**src/rtl/fifo_pkg.sv**
```systemverilog
// ---------------------------------------------------------------------------
// fifo_pkg
//
// Constants and types shared by the read-side and write-side controllers of
// the 16-entry FIFO.
//
// Contents:
//   PTR_W      pointer width (address bits plus one wrap bit)
//   ADDR_W     memory address width
//   DEPTH      number of entries
//   AE_LVL     default almost-empty threshold, in entries
//   AF_LVL     default almost-full threshold, in entries
//   fifo_ptr_t pointer type
//   err_mode_e behaviour of the underflow/overflow flags
//
// Optional feature macro: FIFO_STICKY_ERR_EN (consumed by fifo_err_flag).
// ---------------------------------------------------------------------------
package fifo_pkg;

  localparam int PTR_W  = 5;
  localparam int ADDR_W = PTR_W - 1;
  localparam int DEPTH  = 1 << ADDR_W;

  localparam int AE_LVL = 2;
  localparam int AF_LVL = 14;

  typedef logic [PTR_W-1:0] fifo_ptr_t;

  // Pulse: flag is high for exactly one cycle after each event.
  // Sticky: flag sets after an event and holds until cleared.
  typedef enum logic {
    ERR_PULSE  = 1'b0,
    ERR_STICKY = 1'b1
  } err_mode_e;

  // Next pointer value; the wrap bit toggles naturally on the carry out of
  // the address bits.
  function automatic fifo_ptr_t ptr_next(input fifo_ptr_t ptr);
    return ptr + fifo_ptr_t'(1);
  endfunction

endpackage

```
**src/rtl/fifo_err_flag.sv**
```systemverilog
// ---------------------------------------------------------------------------
// fifo_err_flag
//
// One FIFO error flag (used for both underflow and overflow). Registers the
// event and turns it into either a single-cycle pulse or a sticky flag.
//
// Configuration macro: FIFO_STICKY_ERR_EN
//   defined   : flag sets on the edge after an event and holds until err_clr;
//               an event in the same cycle as err_clr keeps the flag set.
//   undefined : flag is a registered one-cycle pulse; err_clr has no effect.
//
// Ports:
//   clk      in   clock, rising edge
//   rst_n    in   asynchronous active-low reset
//   evt      in   error event this cycle
//   err_clr  in   clear request (sticky mode only)
//   flag     out  registered error flag
//   mode     out  flag behaviour selected at build time
// ---------------------------------------------------------------------------
module fifo_err_flag
  import fifo_pkg::*;
(
  input  logic      clk,
  input  logic      rst_n,
  input  logic      evt,
  input  logic      err_clr,
  output logic      flag,
  output err_mode_e mode
);

`ifdef FIFO_STICKY_ERR_EN
  localparam err_mode_e MODE = ERR_STICKY;
`else
  localparam err_mode_e MODE = ERR_PULSE;
`endif

  assign mode = MODE;

  always_ff @(posedge clk or negedge rst_n) begin
    if (!rst_n) begin
      flag <= 1'b0;
    end else if (MODE == ERR_STICKY) begin
      // Set has priority over clear so an event coincident with err_clr
      // is never lost.
      if (evt) begin
        flag <= 1'b1;
      end else if (err_clr) begin
        flag <= 1'b0;
      end
    end else begin
      flag <= evt;
    end
  end

endmodule

```
**src/rtl/read_pointer_status.sv**
```systemverilog
// ---------------------------------------------------------------------------
// read_pointer_status
//
// Read-side controller of the 16-entry FIFO. Owns the read pointer, turns
// read requests into a qualified memory read enable, flags the cycle in which
// read data is valid, and derives every FIFO status signal from its own read
// pointer and the write side's registered write pointer.
//
// Parameters:
//   PTR_W   pointer width (ADDR_W = PTR_W-1 address bits plus one wrap bit)
//   AE_LVL  almost-empty threshold, in entries (level <= AE_LVL)
//   AF_LVL  almost-full threshold, in entries (level >= AF_LVL)
//
// Ports:
//   clk                in   clock, rising edge
//   rst_n              in   asynchronous active-low reset
//   rd                 in   read request
//   wr                 in   raw write request (overflow detection only)
//   wptr               in   registered write pointer from the write side
//   err_clr            in   clears sticky error flags
//   rptr               out  registered read pointer, [ADDR_W-1:0] = address
//   fifo_re            out  qualified read enable
//   fifo_empty         out  FIFO empty
//   fifo_full_wire     out  FIFO full, fed back to the write side
//   fifo_almost_empty  out  level <= AE_LVL
//   fifo_almost_full   out  level >= AF_LVL
//   fifo_level         out  occupancy, 0..DEPTH
//   rd_valid           out  memory read data valid this cycle
//   underflow          out  read attempted while empty
//   overflow           out  write attempted while full
//
// Configuration macro: FIFO_STICKY_ERR_EN (sticky error flags, see
// fifo_err_flag). Default build gives single-cycle error pulses.
//
// Read handshake: rd is a request with no hold requirement. The read is
// accepted in the same cycle exactly when fifo_re = rd & ~fifo_empty; an
// unaccepted request is dropped, not queued, and must be re-presented by the
// requester. Data for an accepted read is valid one cycle later (rd_valid).
// ---------------------------------------------------------------------------
module read_pointer_status #(
  parameter int PTR_W  = fifo_pkg::PTR_W,
  parameter int AE_LVL = fifo_pkg::AE_LVL,
  parameter int AF_LVL = fifo_pkg::AF_LVL
) (
  input  logic             clk,
  input  logic             rst_n,
  input  logic             rd,
  input  logic             wr,
  input  logic [PTR_W-1:0] wptr,
  input  logic             err_clr,
  output logic [PTR_W-1:0] rptr,
  output logic             fifo_re,
  output logic             fifo_empty,
  output logic             fifo_full_wire,
  output logic             fifo_almost_empty,
  output logic             fifo_almost_full,
  output logic [PTR_W-1:0] fifo_level,
  output logic             rd_valid,
  output logic             underflow,
  output logic             overflow
);

  localparam int ADDR_W = PTR_W - 1;

  localparam logic [PTR_W-1:0] AE_THR = PTR_W'(AE_LVL);
  localparam logic [PTR_W-1:0] AF_THR = PTR_W'(AF_LVL);

  logic [PTR_W-1:0] rptr_q;
  logic             rd_valid_q;
  logic             underflow_evt;
  logic             overflow_evt;

  // Flag modes are build-time constants; kept visible for debug only.
  fifo_pkg::err_mode_e unused_uf_mode;
  fifo_pkg::err_mode_e unused_of_mode;

  // -------------------------------------------------------------------------
  // Status, purely from the two registered pointers.
  // -------------------------------------------------------------------------
  // With one extra wrap bit the modulo-2^PTR_W difference is the exact
  // occupancy in 0..DEPTH, so no separate counter is needed.
  assign fifo_level = wptr - rptr_q;

  assign fifo_empty = (wptr == rptr_q);

  // Same address, opposite lap: the writer is exactly one lap ahead.
  assign fifo_full_wire = (wptr[PTR_W-1] != rptr_q[PTR_W-1]) &&
                          (wptr[ADDR_W-1:0] == rptr_q[ADDR_W-1:0]);

  assign fifo_almost_empty = (fifo_level <= AE_THR);
  assign fifo_almost_full  = (fifo_level >= AF_THR);

  // -------------------------------------------------------------------------
  // Read qualification.
  // -------------------------------------------------------------------------
  // A read while full is fine (it frees a slot); only empty blocks it.
  assign fifo_re = rd & ~fifo_empty;

  assign underflow_evt = rd & fifo_empty;
  assign overflow_evt  = wr & fifo_full_wire;

  // -------------------------------------------------------------------------
  // Read pointer and read-data-valid.
  // -------------------------------------------------------------------------
  always_ff @(posedge clk or negedge rst_n) begin
    if (!rst_n) begin
      rptr_q     <= '0;
      rd_valid_q <= 1'b0;
    end else begin
      // Memory output is registered, so data for this cycle's accepted read
      // appears next cycle; back-to-back reads keep rd_valid high.
      rd_valid_q <= fifo_re;
      if (fifo_re) begin
        // Natural wrap from all-ones to zero; no saturation.
        rptr_q <= rptr_q + PTR_W'(1);
      end
    end
  end

  assign rptr     = rptr_q;
  assign rd_valid = rd_valid_q;

  // -------------------------------------------------------------------------
  // Error flags.
  // -------------------------------------------------------------------------
  fifo_err_flag u_underflow (
    .clk     (clk),
    .rst_n   (rst_n),
    .evt     (underflow_evt),
    .err_clr (err_clr),
    .flag    (underflow),
    .mode    (unused_uf_mode)
  );

  fifo_err_flag u_overflow (
    .clk     (clk),
    .rst_n   (rst_n),
    .evt     (overflow_evt),
    .err_clr (err_clr),
    .flag    (overflow),
    .mode    (unused_of_mode)
  );

endmodule
```
**config.mk**
```make
export PLATFORM = sky130hd
export DESIGN_NAME = read_pointer_status
export DESIGN_NICKNAME = d
export VERILOG_FILES = /design/src/rtl/fifo_pkg.sv /design/src/rtl/fifo_err_flag.sv /design/src/rtl/read_pointer_status.sv
export SDC_FILE = /design/constraint.sdc
export NUM_CORES = 1
export LEC_CHECK = 0
export ABC_AREA = 1
export ABC_CLOCK_PERIOD_IN_PS = 1810
export CAP_MARGIN = 20
export CORE_MARGIN = 8
export CORE_UTILIZATION = 41
export DETAILED_ROUTE_END_ITERATION = 12
export PLACE_DENSITY = 0.86
export SLEW_MARGIN = 20
export SYNTH_ARGS = -nofsm -noshare
export SYNTH_HDL_FRONTEND = slang
export SYNTH_HIERARCHICAL = 1
export SYNTH_SLANG_ARGS = --single-unit
```
**constraint.sdc**
```tcl
create_clock -name clk -period 1.81 [get_ports clk]
set_input_delay 0.2715 -clock clk [delete_from_list [all_inputs] [get_ports clk]]
set_output_delay 0.2715 -clock clk [all_outputs]
set_load 0.01 [all_outputs]
```
==> results of run 1 <==
==> area by class of cell <==
type,instances,area share
Inverter,16,0.0545
Tap cell,16,0.0174
Clock buffer,4,0.0229
Sequential cell,8,0.175
Timing Repair Buffer,45,0.341
Multi-Input combinational cell,63,0.389
==> worst paths after layout <==
kind | startpoint | endpoint | slack, ns | cells after the start
worst max-delay path | rptr[0] | fifo_almost_empty | -0.37 | 9
worst min-delay path | rst_n | rptr[2] | 0.30 | 1
worst max register to register | rptr[1] | rptr[3] | 0.27 | 9
worst min register to register | rptr[3] | rptr[3] | 0.61 | 3
max in group asynchronous | rst_n | rptr[0] | 1.22 | 1
min in group clk | rptr[3] | rptr[3] | 0.61 | 3
==> critical path: cells and delay by family (launching register included) <==
kind                       cells  cell delay (ns)
and+or+nand+nor                3             0.24
adders and majority gates      2             0.62
buffers and inverters          3             0.26
DFF                            1             0.42
AOI/OAI and AO/OA              1             0.12
==> where the power goes <==
part           internal [mW]  leakage (nW)  switching, mW
clock network         0.0844        0.0150         0.0614
logic                  0.755         0.490          0.711
registers              0.235         0.102         0.0408
==> routing by layer <==
| layer | GRT usage | part of all wire | up-vias |
|---|---|---|---|
| met5 | 0 | 0 | - |
| met4 | 0.0563 | 0.025 | 0 |
| met3 | 0.0571 | 0.081 | 6 |
| met2 | 0.256 | 0.54 | 27 |
| met1 | 0.120 | 0.35 | 354 |
| li1 | - | - | 371 |
==> flip-flops by register name, indices dropped and copies added, names as in the netlist <==
| signal | cells |
|---|---|
| rd_valid | 1 |
| u_underflow/flag | 1 |
| u_overflow/flag | 1 |
| rptr | 5 |
==> what timing repair did <==
| item | in CTS | in global routing |
|---|---|---|
| resized for setup | 44 | 12 |
| cloned | 0 | 0 |
| pin swaps | 13 | 7 |
| setup endpoints to repair | 10 | 9 |
| setup buffers | 3 | 2 |
==> placed cells by master, fill, tap and decap left out, drive strengths merged, types with 2 or more instances in the layout <==
| cell | count |
|---|---|
| a21oi | 3 |
| nor2 | 6 |
| clkdlybuf4s50 | 15 |
| nand3 | 14 |
| dfrtp | 8 |
| buf | 25 |
| clkbuf | 5 |
| ha | 5 |
| dlygate4sd2 | 2 |
| xor2 | 4 |
| inv | 16 |
| nand2 | 27 |
==> out/results.txt, run 1 <==
fin crit share = 1.20
final hold vios = 0
core box area = 0.00149 mm2
fillers = 108
Max Transition Viols Final = 0
total wire length = 2060 um
initial core utilization = 0.431
Die ar. = 0.00309 mm2
hold slack = 0.298 ns
H-Tree Level Count = 1
number of global-route vias before repair = 813
initial antenna violation count = 0
Data required, critical path = 1.54 ns
fraction of layout cells with a size suffix above 1 = 0.412
Hold Buf Count CTS = 0
I/O pins = 28
clk sinks = 8
Root Driver = clkbuf_4
Mapped Cells = 87
Wirelength per Cell = 13.5 um
Util after Layout = 0.771
Final Cell Area = 0.00115 mm2
placed insts = 144
Worst-path clk slew = 0.05 ns
Net Count, Synth = 103
Port Buffers = 26
crit start category = flop
relative slew slack = 0.752
DRC violations left = 0
Leak = 0.607 nW
max incr delay on CP = 0.45 ns
Worst Tran Pin Value = 0.370 ns
fin nets = 153
initial DRC count = 7
DP HPWL = 1590 um
unrepaired setup endpoints after global routing = yes
power per cell area = 1640 mW/mm2
clock skew = 0.00250 ns
DR pass1 iterations = 3
total power = 1.89 mW
critical path class = flop to primary output
Finished Layout Cells = 152
CTS Buffer Depth = 2
outcome = finished with violations
failing checks = negative setup slack
Placer Congestion = 0.830
Syn. warnings = 6
CP Max Fanout = 2
area of the multi-input gates = 447 um2
Max Clk Rate = 0.459 GHz
Horiz. Die Dim = 55.6 um
arrival time worst endpoint = 1.91 ns
Vias = 758
Setup crit end kind = primary output
Syn Area/Cell = 7.38 um2
pin count of the biggest net entering global routing = 9
CP Cell Sequence = ha_4 > inv_4 > fa_2 > inv_2 > nor2_1 > a21oi_1 > nand3_1 > nor2_2 > buf_2
Post-Place Setup Slack = -0.885 ns
min Tclk post-route = 2.18 ns
TNS Setup = -1.56 ns
area post-placement = 0.00105 mm2
worst setup margin = -0.370 ns
CTS tree = built
number of max-cap violations = 0
Synth Cell Area = 642 um2
Die Ht = 55.6 um
total CTS buffers = 3
Max VDD drop = 0.00107 V
Total GRT Usage = 0.135
Hold Path Class = input pin to asynchronous set/reset pin
Area Overhead vs Synth = 78.9%
Via density = 4.99
wire length of the first global-routing pass = 3510 um
Final setup viols = 9
Register Area = 201 um2
Routed Antenna Nets = 0
CP max stage cell = fa_2
# diodes = 0
row count = 14
total grt overflow = 0
worst-skew pair later-pin latency = 0.25 ns
(Power assumes the default switching activity.)
==> run 2: changes to the inputs <==
--- a/config.mk
+++ b/config.mk
@@ -8,7 +8,6 @@
 export ABC_AREA = 1
 export ABC_CLOCK_PERIOD_IN_PS = 1810
 export CAP_MARGIN = 20
-export CORE_MARGIN = 8
 export CORE_UTILIZATION = 41
 export DETAILED_ROUTE_END_ITERATION = 12
 export PLACE_DENSITY = 0.86
==> run 2 against run 1 <==
  * Total power is 33% higher
  * Flip-flop and latch count stayed put
  * Non-clock buffer count is 10 higher
  * Utilization is 20 points higher
  * Sequential share of layout area is 2.5 points lower
  * Clock-buffer cell count stayed put
  * The run still ends with negative setup slack left
  * Register-to-register slack worse by 0.15 ns
  * Highest routed layer unchanged
  * Largest power group unchanged
==> out/results.txt, run 2 (synthesized netlist as in run 1, its figures left out) <==
outcome = finished with violations
failing checks = negative setup slack
total power = 2.51 mW (+33%)
fillers = 25 (-77%)
fin nets = 163 (+6.5%)
initial core utilization = 0.464 (+0.0332)
most used routing layer = met2
Via density = 6.12 (+23%)
Leak = 0.698 nW (+15%)
worst setup margin = -0.527 ns (-0.157 ns)
CTS Buffer Depth = 2 (unchanged)
most frequent cells in the layout = buf_4 (23), nand2_1 (16), clkdlybuf4s50_1 (12)
met1 Use GR = 0.346 (+0.226)
Worst-path clk slew = 0.06 ns (about the same)
max incr delay on CP = 0.45 ns (about the same)
Wirelength per Cell = 21.4 um (+58%)
Hold Buf Count CTS = 0 (unchanged)
total grt overflow = 0 (unchanged)
DP HPWL = 1470 um (-7.7%)
CP max stage cell = fa_2
max reg flops = 5 (unchanged)
Hold Path Class = input pin to asynchronous set/reset pin
row count = 13 (-1)
Setup crit end kind = primary output
critical path class = flop to primary output
Total GRT Usage = 0.320 (+0.185)
pin count of the biggest net entering global routing = 9 (unchanged)
clk sinks = 8 (unchanged)
final hold vios = 0 (unchanged)
worst-skew pair later-pin latency = 0.27 ns (+0.02 ns)
Finished Layout Cells = 161 (+5.9%)
CTS tree = built
Die ar. = 0.00173 mm2 (-44%)
Data required, critical path = 1.54 ns (about the same)
initial antenna violation count = 0 (unchanged)
Net Switching = 1.20 mW (+48%)
Final setup viols = 9 (unchanged)
relative slew slack = 0.717 (-0.0354)
Int Pwr = 1.31 mW (+22%)
clock skew = 0.00237 ns (-0.000126 ns)
number of global-route vias before repair = 883 (+8.6%)
Worst Tran Pin Value = 0.423 ns (+0.0530 ns)
Root Driver = clkbuf_4
hold slack = 0.301 ns (+0.00336 ns)
CP Max Fanout = 2 (unchanged)
Placer Congestion = 0.835 (+0.71%)
CP Cell Sequence = ha_4 > inv_2 > fa_2 > inv_2 > nor2_2 > a21oi_2 > nand3_2 > nor2_2 > buf_2
Util after Layout = 0.969 (+0.198)
Vias = 986 (+30%)
wire length of the first global-routing pass = 4120 um (+17%)
# diodes = 0 (unchanged)
total wire length = 3440 um (+67%)
DRC violations left = 0 (unchanged)
Port Buffers = 26 (unchanged)
GR met3 Demand/Resource = 0.0870 (+0.0299)
crit start category = flop
Max VDD drop = 0.00141 V (+32%)
Horiz. Die Dim = 41.6 um (-25%)
Final Cell Area = 0.00134 mm2 (+17%)
total CTS buffers = 3 (unchanged)
number of max-cap violations = 0 (unchanged)
commonest non-fill, non-tap cell in the layout = buf_4
I/O pins = 28 (unchanged)
DR pass1 iterations = 6 (+3)
H-Tree Level Count = 1 (unchanged)
clock share of power = 0.065 (-0.012)
Die Ht = 41.6 um (-25%)
core box area = 0.00138 mm2 (-7.1%)
Net Sw Frac = 0.479 (+0.0483)
met2 usage = 0.550 (+0.294)
unrepaired setup endpoints after global routing = yes
Routed Antenna Nets = 0 (unchanged)
initial DRC count = 60 (+53)
Max Clk Rate = 0.428 GHz (-6.7%)
Max Transition Viols Final = 0 (unchanged)
area post-placement = 0.00107 mm2 (+2.0%)
power per cell area = 1870 mW/mm2 (+14%)
fraction of layout cells with a size suffix above 1 = 0.548 (+0.136)
Comb power frac = 0.815 (+0.038)
arrival time worst endpoint = 2.07 ns (+0.16 ns)
Flop pwr share = 0.119 (-0.027)
placed insts = 146 (+1.4%)
min Tclk post-route = 2.34 ns (+0.157 ns)
Area Overhead vs Synth = 109%
fin crit share = 1.29 (+0.0866)
[run 2: final cells by class]
| type | instances | area [um2] | area share |
|---|---|---|---|
| multi-input cells | 63 | 558 | 0.416 |
| repair buffers | 55 | 475 | 0.355 |
| flip-flops and latches | 8 | 201 | 0.150 |
| inverters | 16 | 60.1 | 0.0448 |
| clock buffers | 4 | 26.3 | 0.0196 |
| well taps | 15 | 18.8 | 0.0140 |
[run 2: path summary, 6_finish.rpt]
kind                            cells past startpoint  slack, ns  startpoint           endpoint
max in group asynchronous                           1       1.19       rst_n            rptr[0]
worst min register to register                      3       0.67     rptr[3]            rptr[3]
worst max-delay path                                9      -0.53     rptr[0]  fifo_almost_empty
min in group clk                                    2       0.64          wr    u_overflow/flag
worst max register to register                      9       0.12     rptr[3]            rptr[4]
worst min-delay path                                1       0.30       rst_n            rptr[2]
[run 2: what timing repair did]
action / CTS / global route
pin swaps: 16 / 13
setup endpoints to repair: 10 / 9
buffers inserted: 7 / 8
gates resized for setup: 60 / 26
[run 2: critical path, delay by kind of cell, from the launching register on]
family | cells | cell delay [ns]
AOI/OAI and AO/OA | 1 | 0.14
adders and majority gates | 2 | 0.61
buffers and inverters | 3 | 0.30
DFF | 1 | 0.43
and+or+nand+nor | 3 | 0.31
[run 2: stage by stage]
step	worst slack, ns	TNS, ns
after floorplan	-0.0549	-0.0549
after global placement	-0.834	-6.03
after detailed placement	-0.914	-6.55
after CTS	-0.366	-1.73
after global routing	-0.577	-2.68
final	-0.527	-2.40
[run 2: metal layers]
layer	part of all wire	vias to the layer above	routed length (um)
met5	0	-	0
met4	0.097	0	332
met3	0.093	40	320
met2	0.49	112	1670
met1	0.32	441	1110
li1	-	393	-
[run 2: power by group through the flow]
stage	registers, mW	logic [mW]	clock network, mW
2_1_floorplan	0.329	0.591	0
5_1_grt	0.301	2.14	0.167
3_5_place_dp	0.286	1.33	0
6_report	0.299	2.05	0.164
4_1_cts	0.283	1.55	0.157
3_3_place_gp	0.279	1.27	0
==> run 3: changes to the inputs <==
--- a/config.mk
+++ b/config.mk
@@ -8,9 +8,11 @@
 export ABC_AREA = 1
 export ABC_CLOCK_PERIOD_IN_PS = 1810
 export CAP_MARGIN = 20
+export CORE_MARGIN = 4
 export CORE_UTILIZATION = 41
 export DETAILED_ROUTE_END_ITERATION = 12
 export PLACE_DENSITY = 0.86
+export RECOVER_POWER = 25
 export SLEW_MARGIN = 20
 export SYNTH_ARGS = -nofsm -noshare
 export SYNTH_HDL_FRONTEND = slang
==> run 3 against run 2 <==
  * Global-route usage is 13 points lower
  * Sequential share of layout area is 1.5 points higher
  * Die area is 31% higher
  * First-iteration DRC count is 85% lower
  * The run still ends with negative setup slack left
  * Clock skew is 0.0039 ns higher
  * Utilization is 15 points lower
  * Sequential power is 6% lower
  * Largest cell class unchanged
  * Maximum frequency is 6.5% higher
  * Non-clock buffer count is 8 lower
  * Via count is 22% lower
  * Flip-flop and latch count stayed put
==> out/results.txt, run 3 (synthesized netlist as in run 1, its figures left out) <==
CP Max Fanout = 2 (unchanged)
Data required, critical path = 1.54 ns (about the same)
Final Cell Area = 0.00122 mm2 (-9.2%)
most frequent cells in the layout = nand2_1 (19), buf_4 (18), clkdlybuf4s50_1 (13)
Max VDD drop = 0.00112 V (-21%)
Leak = 0.643 nW (-7.9%)
H-Tree Level Count = 1 (unchanged)
Hold Path Class = input pin to asynchronous set/reset pin
fraction of layout cells with a size suffix above 1 = 0.457 (-0.0914)
Port Buffers = 26 (unchanged)
Vias = 765 (-22%)
CTS tree = built
area post-placement = 0.00105 mm2 (-2.0%)
Setup crit end kind = primary output
total wire length = 2200 um (-36%)
I/O pins = 28 (unchanged)
CTS Buffer Depth = 2 (unchanged)
Via density = 4.97 (-19%)
initial core utilization = 0.431 (-0.0332)
worst flop-to-flop path startpoint = rptr[1]
CP startpoint = rptr[0]
DRC violations left = 0 (unchanged)
pin count of the biggest net entering global routing = 9 (unchanged)
end of the critical path = fifo_almost_empty
total CTS buffers = 3 (unchanged)
commonest non-fill, non-tap cell in the layout = nand2_1
Wirelength per Cell = 14.3 um (-33%)
wire length of the first global-routing pass = 3080 um (-25%)
crit start category = flop
unrepaired setup endpoints after global routing = yes
fin nets = 155 (-4.9%)
min Tclk post-route = 2.19 ns (-0.143 ns)
Max Transition Viols Final = 0 (unchanged)
number of max-cap violations = 0 (unchanged)
R2R depth = 9 (unchanged)
initial antenna violation count = 0 (unchanged)
Final setup viols = 9 (unchanged)
relative slew slack = 0.751 (+0.0343)
Total GRT Usage = 0.195 (-0.125)
fin crit share = 1.21 (-0.0790)
total power = 2.06 mW (-18%)
final hold vios = 0 (unchanged)
row count = 14 (+1)
arrival time worst endpoint = 1.92 ns (-0.15 ns)
Die ar. = 0.00226 mm2 (+31%)
# diodes = 0 (unchanged)
worst setup margin = -0.384 ns (+0.143 ns)
Horiz. Die Dim = 47.6 um (+14%)
Worst Tran Pin Value = 0.372 ns (-0.0513 ns)
hold slack = 0.365 ns (+0.0643 ns)
clock skew = 0.00630 ns (+0.00393 ns)
critical path class = flop to primary output
max reg flops = 5 (unchanged)
DR pass1 iterations = 4 (-2)
outcome = finished with violations
Worst R2R End = rptr[4]
Hold Buf Count CTS = 0 (unchanged)
number of global-route vias before repair = 728 (-18%)
Worst-path clk slew = 0.06 ns (about the same)
Routed Antenna Nets = 0 (unchanged)
worst-skew pair later-pin latency = 0.25 ns (-0.02 ns)
core box area = 0.00149 mm2 (+7.7%)
initial DRC count = 9 (-85%)
total grt overflow = 0 (unchanged)
failing checks = negative setup slack
Post-Place Setup Slack = -0.889 ns (+0.0257 ns)
Area Overhead vs Synth = 89.5%
Max Clk Rate = 0.456 GHz (+6.5%)
Placer Congestion = 0.804 (-3.7%)
Die Ht = 47.6 um (+14%)
Root Driver = clkbuf_4
DP HPWL = 1400 um (-5.2%)
Register-to-Register Setup Slack = 0.31 ns (+0.19 ns)
clk sinks = 8 (unchanged)
power per cell area = 1690 mW/mm2 (-9.6%)
## run 3: changes by cell type in the layout (fill, tap and decap cells not counted), moves of 2 or more
cell     before  now
nand3_1       9   12
buf_6         8    6
a21oi_1       0    2
buf_4        23   18
nand3_4       3    1
nand2_1      16   19
nand2_4       7    5
## run 3: per-stage QoR
stage                     setup TNS [ns]  cells   util
final                              -1.64    154  0.817
after global routing               -2.11    154  0.817
after CTS                          -1.59    150  0.751
after detailed placement           -6.28    144  0.706
after global placement             -5.99    144  0.706
after floorplan                  -0.0549     87      -
## run 3: what timing repair did
item / CTS / global route
pin swaps: 8 / 8
setup buffers: 2 / 4
resized for setup: 43 / 25
gates cloned: 0 / 0
endpoints found under the setup margin: 10 / 9
## run 3: cell type report
type                            instances  area, um2
Clock buffer                            4       26.3
Fill cell                             103        273
Inverter                               16       62.6
Multi-Input combinational cell         63        495
Sequential cell                         8        201
Tap cell                               16       20.0
Timing Repair Buffer                   47        410
## run 3: layer usage
metal / vias up / global-route usage / wire length, um
li1: 377 / - / -
met1: 353 / 0.216 / 831
met2: 29 / 0.356 / 1200
met3: 6 / 0.0226 / 118
met4: 0 / 0.113 / 55
met5: - / 0 / 0
## run 3: worst max-delay path, stage by stage (launching register included)
cell and delay, ns:
dfrtp_2 0.42, ha_4 0.17, inv_4 0.06, fa_2 0.44, inv_2 0.08, nor2_2 0.04
a21oi_2 0.11, nand3_1 0.10, nor2_2 0.11, buf_2 0.13
## run 3: worst min-delay path by stage
stage               start                to  slack, ns  depth (start not counted)
detailed placement  rst_n           rptr[1]       0.58                          1
global placement    rst_n  u_underflow/flag       0.57                          1
CTS                 rst_n           rptr[1]       0.30                          1
global route        rst_n           rptr[2]       0.36                          1
finish              rst_n           rptr[2]       0.37                          1
floorplan           rst_n          rd_valid      -0.02                          0
## run 3: power by group
| group | internal (mW) | switching [mW] | leakage (nW) |
|---|---|---|---|
| logic | 0.824 | 0.809 | 0.526 |
| registers | 0.235 | 0.0475 | 0.102 |
| clock network | 0.0842 | 0.0596 | 0.0150 |
